<file path="src/rtl/multdiv_pkg.sv">
// Shared definitions for the iterative multiply/divide sequencer.
//   - FSM state encoding (two bits, IDLE/LOAD/RUN/DONE)
//   - datapath operation encoding (md_op)
//   - default iteration counts and counter width
package multdiv_pkg;

  localparam logic [1:0] ST_IDLE = 2'b00;
  localparam logic [1:0] ST_LOAD = 2'b01;
  localparam logic [1:0] ST_RUN  = 2'b10;
  localparam logic [1:0] ST_DONE = 2'b11;

  localparam logic OP_MULT = 1'b0;
  localparam logic OP_DIV  = 1'b1;

  localparam int DEF_MULT_CYCLES = 32;
  localparam int DEF_DIV_CYCLES  = 32;
  localparam int DEF_CNT_W       = 6;

endpackage

</file>
<file path="src/rtl/md_cycle_counter.sv">
// Iteration counter for the multiply/divide sequencer.
// Ports:
//   clock    - system clock, rising edge
//   reset    - asynchronous active-low reset
//   clear    - synchronous clear to zero (wins over enable)
//   enable   - advance by one when not at the limit
//   limit    - runtime terminal value
//   count    - current count
//   terminal - count equals limit
module md_cycle_counter
  import multdiv_pkg::*;
#(
  parameter int CNT_W = DEF_CNT_W
) (
  input  logic             clock,
  input  logic             reset,
  input  logic             clear,
  input  logic             enable,
  input  logic [CNT_W-1:0] limit,
  output logic [CNT_W-1:0] count,
  output logic             terminal
);

  assign terminal = (count == limit);

  // Saturates at the limit so the count never wraps while RUN finishes.
  always_ff @(posedge clock or negedge reset) begin
    if (!reset) begin
      count <= '0;
    end else if (clear) begin
      count <= '0;
    end else if (enable && !terminal) begin
      count <= count + CNT_W'(1);
    end
  end

endmodule

</file>
<file path="src/rtl/multdiv_ctrl.sv">
// Sequencer for the shared iterative multiply/divide datapath.
// Latches an issued op, pulses the datapath load, steps it for a fixed
// number of cycles, then holds the captured result until writeback takes it.
// Ports:
//   clock, reset              - clock (rising edge), async active-low reset
//   ctrl_mult, ctrl_div       - issue from decode (multiply has priority)
//   operandA, operandB        - operands sampled at issue
//   dest_reg                  - destination register sampled at issue
//   md_result_in, md_ovf_in   - datapath result/overflow, final RUN cycle
//   wb_ack                    - writeback consumes the held result
//   md_start, md_op, md_step  - datapath controls
//   md_count                  - datapath iteration index
//   md_a, md_b                - latched operands
//   result, result_reg        - held result and destination
//   result_valid, exception   - result valid / div-by-zero or overflow
//   multdiv_stall             - pipeline freeze request
module multdiv_ctrl
  import multdiv_pkg::*;
#(
  parameter int WIDTH       = 32,
  parameter int MULT_CYCLES = DEF_MULT_CYCLES,
  parameter int DIV_CYCLES  = DEF_DIV_CYCLES,
  parameter int CNT_W       = DEF_CNT_W
) (
  input  logic             clock,
  input  logic             reset,
  input  logic             ctrl_mult,
  input  logic             ctrl_div,
  input  logic [WIDTH-1:0] operandA,
  input  logic [WIDTH-1:0] operandB,
  input  logic [4:0]       dest_reg,
  input  logic [WIDTH-1:0] md_result_in,
  input  logic             md_ovf_in,
  input  logic             wb_ack,
  output logic             md_start,
  output logic             md_op,
  output logic             md_step,
  output logic [CNT_W-1:0] md_count,
  output logic [WIDTH-1:0] md_a,
  output logic [WIDTH-1:0] md_b,
  output logic [WIDTH-1:0] result,
  output logic [4:0]       result_reg,
  output logic             result_valid,
  output logic             exception,
  output logic             multdiv_stall
);

  localparam logic [CNT_W-1:0] MULT_LIMIT = CNT_W'(MULT_CYCLES - 1);
  localparam logic [CNT_W-1:0] DIV_LIMIT  = CNT_W'(DIV_CYCLES - 1);

  logic [1:0]       state;
  logic [1:0]       state_nxt;
  logic             issue;
  logic             div_zero;
  logic [CNT_W-1:0] cnt_limit;
  logic             cnt_clear;
  logic             cnt_term;

  assign issue     = ctrl_mult | ctrl_div;
  assign div_zero  = (md_op == OP_DIV) && (md_b == '0);
  assign cnt_limit = (md_op == OP_DIV) ? DIV_LIMIT : MULT_LIMIT;

  // Held at zero outside RUN so md_count reads 0 during LOAD; left alone
  // in DONE so the final index stays visible with the result.
  assign cnt_clear = (state == ST_IDLE) || (state == ST_LOAD);

  md_cycle_counter #(
    .CNT_W (CNT_W)
  ) u_counter (
    .clock    (clock),
    .reset    (reset),
    .clear    (cnt_clear),
    .enable   (state == ST_RUN),
    .limit    (cnt_limit),
    .count    (md_count),
    .terminal (cnt_term)
  );

  always_comb begin
    state_nxt = state;
    case (state)
      ST_IDLE: if (issue) state_nxt = ST_LOAD;
      ST_LOAD: state_nxt = div_zero ? ST_DONE : ST_RUN;
      ST_RUN:  if (cnt_term) state_nxt = ST_DONE;
      ST_DONE: if (wb_ack) state_nxt = ST_IDLE;
      default: state_nxt = ST_IDLE;
    endcase
  end

  always_ff @(posedge clock or negedge reset) begin
    if (!reset) begin
      state      <= ST_IDLE;
      md_op      <= OP_MULT;
      md_a       <= '0;
      md_b       <= '0;
      result_reg <= '0;
      result     <= '0;
      exception  <= 1'b0;
    end else begin
      state <= state_nxt;
      case (state)
        ST_IDLE: begin
          if (issue) begin
            md_op      <= ctrl_mult ? OP_MULT : OP_DIV;
            md_a       <= operandA;
            md_b       <= operandB;
            result_reg <= dest_reg;
          end
        end
        ST_LOAD: begin
          // Divide by zero short-circuits: the datapath is never stepped.
          if (div_zero) begin
            result    <= '0;
            exception <= 1'b1;
          end
        end
        ST_RUN: begin
          if (cnt_term) begin
            result    <= md_result_in;
            exception <= md_ovf_in;
          end
        end
        ST_DONE: begin
          if (wb_ack) exception <= 1'b0;
        end
        default: ;
      endcase
    end
  end

  assign md_start     = (state == ST_LOAD);
  assign md_step      = (state == ST_RUN);
  assign result_valid = (state == ST_DONE);
  // Drops in the ack cycle so the pipeline advances on the freeing edge.
  assign multdiv_stall = (state != ST_IDLE) && !((state == ST_DONE) && wb_ack);

endmodule

</file>
<file path="config.mk">
export PLATFORM = sky130hd
export DESIGN_NAME = multdiv_ctrl
export DESIGN_NICKNAME = d
export VERILOG_FILES = /design/src/rtl/multdiv_pkg.sv /design/src/rtl/md_cycle_counter.sv /design/src/rtl/multdiv_ctrl.sv
export SDC_FILE = /design/constraint.sdc
export NUM_CORES = 1
export LEC_CHECK = 0
export CAP_MARGIN = 20
export CORE_MARGIN = 2
export CORE_UTILIZATION = 40
export DETAILED_ROUTE_END_ITERATION = 7
export PLACE_DENSITY_LB_ADDON = 0.08
export SLEW_MARGIN = 30
export SYNTH_ARGS = -nofsm -noshare
export SYNTH_HDL_FRONTEND = slang
export SYNTH_SLANG_ARGS = --single-unit
</file>
<file path="constraint.sdc">
create_clock -name clock -period 2.5 [get_ports clock]
set_input_delay 0.25 -clock clock [delete_from_list [all_inputs] [get_ports clock]]
set_output_delay 0.25 -clock clock [all_outputs]
set_load 0.01 [all_outputs]
</file>
==> results.md <==
- The flow ran to the end, and the final reports show no timing, DRC or antenna violations.
- The netlist uses 33 different library cells.
- After layout, the worst setup slack is 363.9 ps.
- For flop-to-flop paths, the worst setup slack is 430 ps.
- The number of buffers and inverters on the critical path is 3.
- For the worst setup path, the data arrival time is 1890 ps.
- The floorplan has 39 rows.
- The initial antenna violation count is 0.
- Summing all placed instances gives a cell area of 7053 um2.
- The final hold violation count came to 0.
- The TritonCTS clock tree is built.
- The die area is 12,680 um2.
- The routed design uses 1249 um of met3 wire.
- The total clock buffers created by CTS is 9.
- The register with the most flip-flops in the layout has 37 of them.
- The worst path in the final design needs a cycle of 2136 ps, including I/O delays and setup.
- The worst voltage drop across the vdd grid is 0.0007185 V.
- Measured against the total synthesized area, the mux share comes to 0.2424.
- The hold buffer count at cts is 1.
- The post-detailed-placement half-perimeter wirelength is 8647 um.
- The netlist area before placement is 4717 um2.
- In this run the mean area of a mapped cell was 13.40 um2.
- The count of cells resized by post-cts repair is 0.
- In this run the deepest clock path goes through 2 buffers.
- The total congestion overflow is 0.
- For this run, the register share of the synthesized area comes to 0.5889.
- The net count of the finished layout is 688.
- The horizontal die dimension is 112.6 um.
- The number of cells on the worst hold path is 3.
- The worst clock skew on the final layout is 6.746 ps.
- The count of buffers inserted at the top-level ports is 219.
- In this run the static leakage power is 3.273 nW.
- Timing would allow up to 468.1 MHz.
- The slowest stage of the critical path is the clkdlybuf4s50_1 cell.
- For this run, the total global-route usage over all layers was measured as 0.1899.
- The critical path goes through inv_1 > ha_1 > buf_4 > clkdlybuf4s50_1.
- For this run, the slowest stage of the critical path takes 570 ps.
- The overall die height is 112.6 um.
- Setup violations remaining at the end of the flow were counted as 0.
- The initial core utilization is 0.4113.
- The power density over the cells is 1255 nW/um2.
- 220 I/O pins were placed.
- Counting flops and latches in the post-synthesis netlist gives 111.
- The H-tree was split into 3 levels.
- On the critical path the largest part of the delay comes from buffers and inverters.
- The synthesis-to-finish area growth is 56.13%.
- In this run the most critical hold path is launched from md_result_in[17].
- The fraction of the mapped netlist area in simple logic gates is 0.06578.
- The post-synthesis net count is 464.
- The routed design has 11,530 um of wire.
- Counting every sink on the clock net gives 111.
- Entering global routing, the biggest net connects 48 pins.
- The final sum of negative setup slack is 0 ps.
- Of the cells placed in the final design, the portion with a size suffix greater than 1 is 0.1779.
- The first-pass detailed-route iteration total is 4.
- The area of the core is 11,470 um2.
- The first global-routing pass estimated 18,790 um of wire.
- The post-synthesis share of cell area spent on full adders, half adders and majority gates is 0.01326.
- The clock-pin slew on the worst setup and hold paths is 70 ps.
- For this block, wires on met1 add up to 4407 um.
- The fraction of the mapped netlist area in compound gates is 0.01751.
- The worst setup path is of the flop to primary output kind.
- The total count of max-transition violations in the final report is 0.
- The number of global-route vias before repair was 3,679.
- The largest family of logic cells by synthesized area is multiplexers.
- The xor-xnor portion of the synthesized cell area is 0.009284.
- The routability-driven placement congestion ratio is 0.7359.
- The number of vias after detailed routing is 3,426.
- The number of remaining DRC errors is 0.
- In the routed layout, each cell is associated on average with a via count of 4.745.
- The clock root buffer is clkbuf_16.
- The top fanout value on the critical path is 19.
- After routing the design area is 7365 um2.
- The antenna cell count is 0.
- Measured against its own limit, the worst slew margin works out to 0.5815.
- The filler cells instantiated in the layout total 941.
- The post-CTS setup buffer count is 0.
- The worst register-to-register path ends at result[3].
- The cell count after synthesis is 352.
- STA classifies the critical path startpoint as a flop.
- Dividing the detail-routed wire length by the instance count gives 15.97 um.
- Counting cells, the worst reg-to-reg path comes to 7.
- Across the run, the number of max-cap violations was 0.
- In the detailed route, the total length drawn on met2 is 5681 um.
- The final antenna-violating net count is 0.
- The kind of end point of the critical path is a primary output.
- The endpoint of the worst hold path is result[17].
- The tightest hold path in the finished design has a slack of 456.1 ps.
- The startpoint identified for the worst register-to-register timing path is state[0].
- At the later pin of the worst-skew pair, clock insertion delay measures 350 ps.
- The highest routed metal layer is met4.
- Data on the critical path is required at its endpoint by 2250 ps.
- Setup repair after global routing left no endpoint under its margin.
- The number of warning messages in the yosys log is 0.
- The DRC violation total after the first TritonRoute iteration is 154.
- At the pin with the least slew margin, the transition time is 627.8 ps.
- Tracing the worst setup path back leads to its startpoint at state[0].
- Of the available clock period, the critical path in the final layout requires 0.8544.
- Prior to clock tree synthesis, the placed netlist has a worst setup slack of 430.3 ps.
- The kind of path behind the tightest hold check is primary input to flop.
[kinds of logic (layout without fill, tap and decap cells)]
logic type	count (synthesis)	in the layout
AOI/OAI and AO/OA	11	11
xor gates and xnor gates	5	5
adders and majority gates	5	5
buffers and inverters	52	279
DFF	111	111
muxes	105	105
and+or+nand+nor	63	63
[per-layer routing]
layer  vias to the layer above  track usage
met4                         0      0.07561
li1                       1619            -
met1                      1668       0.2204
met5                         -            0
met2                       129       0.3094
met3                        10      0.08369
[Yosys cell counts, drive strengths merged]
library cell | number | area [um2]
o31a | 1 | 8.760
clkbuf | 4 | 45.04
a31o | 1 | 8.760
mux2i | 34 | 340.3
o21ai | 4 | 20.01
a21oi | 3 | 26.28
buf | 12 | 116.4
nand4 | 4 | 25.02
xnor2 | 1 | 8.760
nor4b | 1 | 15.01
or3 | 1 | 6.260
xor2 | 4 | 35.03
nor3 | 1 | 16.27
ha | 5 | 62.56
and3 | 1 | 6.260
dfrtp | 111 | 2778
nand2 | 38 | 142.6
nor2 | 9 | 36.29
mux2 | 71 | 803.3
inv | 36 | 135.1
nor4 | 6 | 37.54
or2 | 1 | 6.260
a211oi | 1 | 7.510
nor3b | 1 | 18.77
a221o | 1 | 11.26
[power breakdown]
group	switching (W)	internal, W
clock	0.000624	0.000866
sequential	0.000521	0.00265
combinational	0.00184	0.00273
[tightest hold or removal path: cells and delay by family]
family	cells	cell delay (ps)
buffers and inverters	1	390
multiplexers	1	60
AND/OR/NAND/NOR	1	60
[metrics by stage]
stage,util,instances,power (W)
after floorplan,-,352,0.005530
after global placement,0.6151,707,0.007724
after detailed placement,0.6151,707,0.007835
after CTS,0.6422,722,0.009382
after global routing,0.6422,722,0.009831
final,0.6422,722,0.009242
[how the worst max path moves through the flow]
stage / slack (ps) / to / cells after the start
final: 360 / md_step / 4
after global routing: 260 / md_step / 4
after CTS: 340 / md_step / 4
after detailed placement: 430 / result[3] / 6
after global placement: 480 / result[22] / 6
after floorplan: 590 / result[10] / 9
[layout make-up]
cell class | count | area, um2 | area share
sequential | 111 | 2778 | 0.3772
timing repair buffer | 229 | 2317 | 0.3146
multi-input combinational | 189 | 1654 | 0.2246
clock buffer | 10 | 229.0 | 0.03109
tap | 143 | 178.9 | 0.02430
inverter | 36 | 135.1 | 0.01835
clock inverter | 4 | 72.57 | 0.009854
[layout by cell type, fill, tap and decap left out, types with 2 or more instances in the layout]
master and instances:
clkdlybuf4s50_1 218, dfrtp_1 111, mux2_2 70, nand2_1 38
inv_1 36, mux2i_1 34, clkbuf_16 9, nor2_1 8
nor4_1 6, buf_4 6, ha_1 5, nand4_1 4
xor2_1 4, buf_12 4, o21ai_0 3, a21oi_1 2
bufinv_16 2
Power figures use the tool's default switching activity.
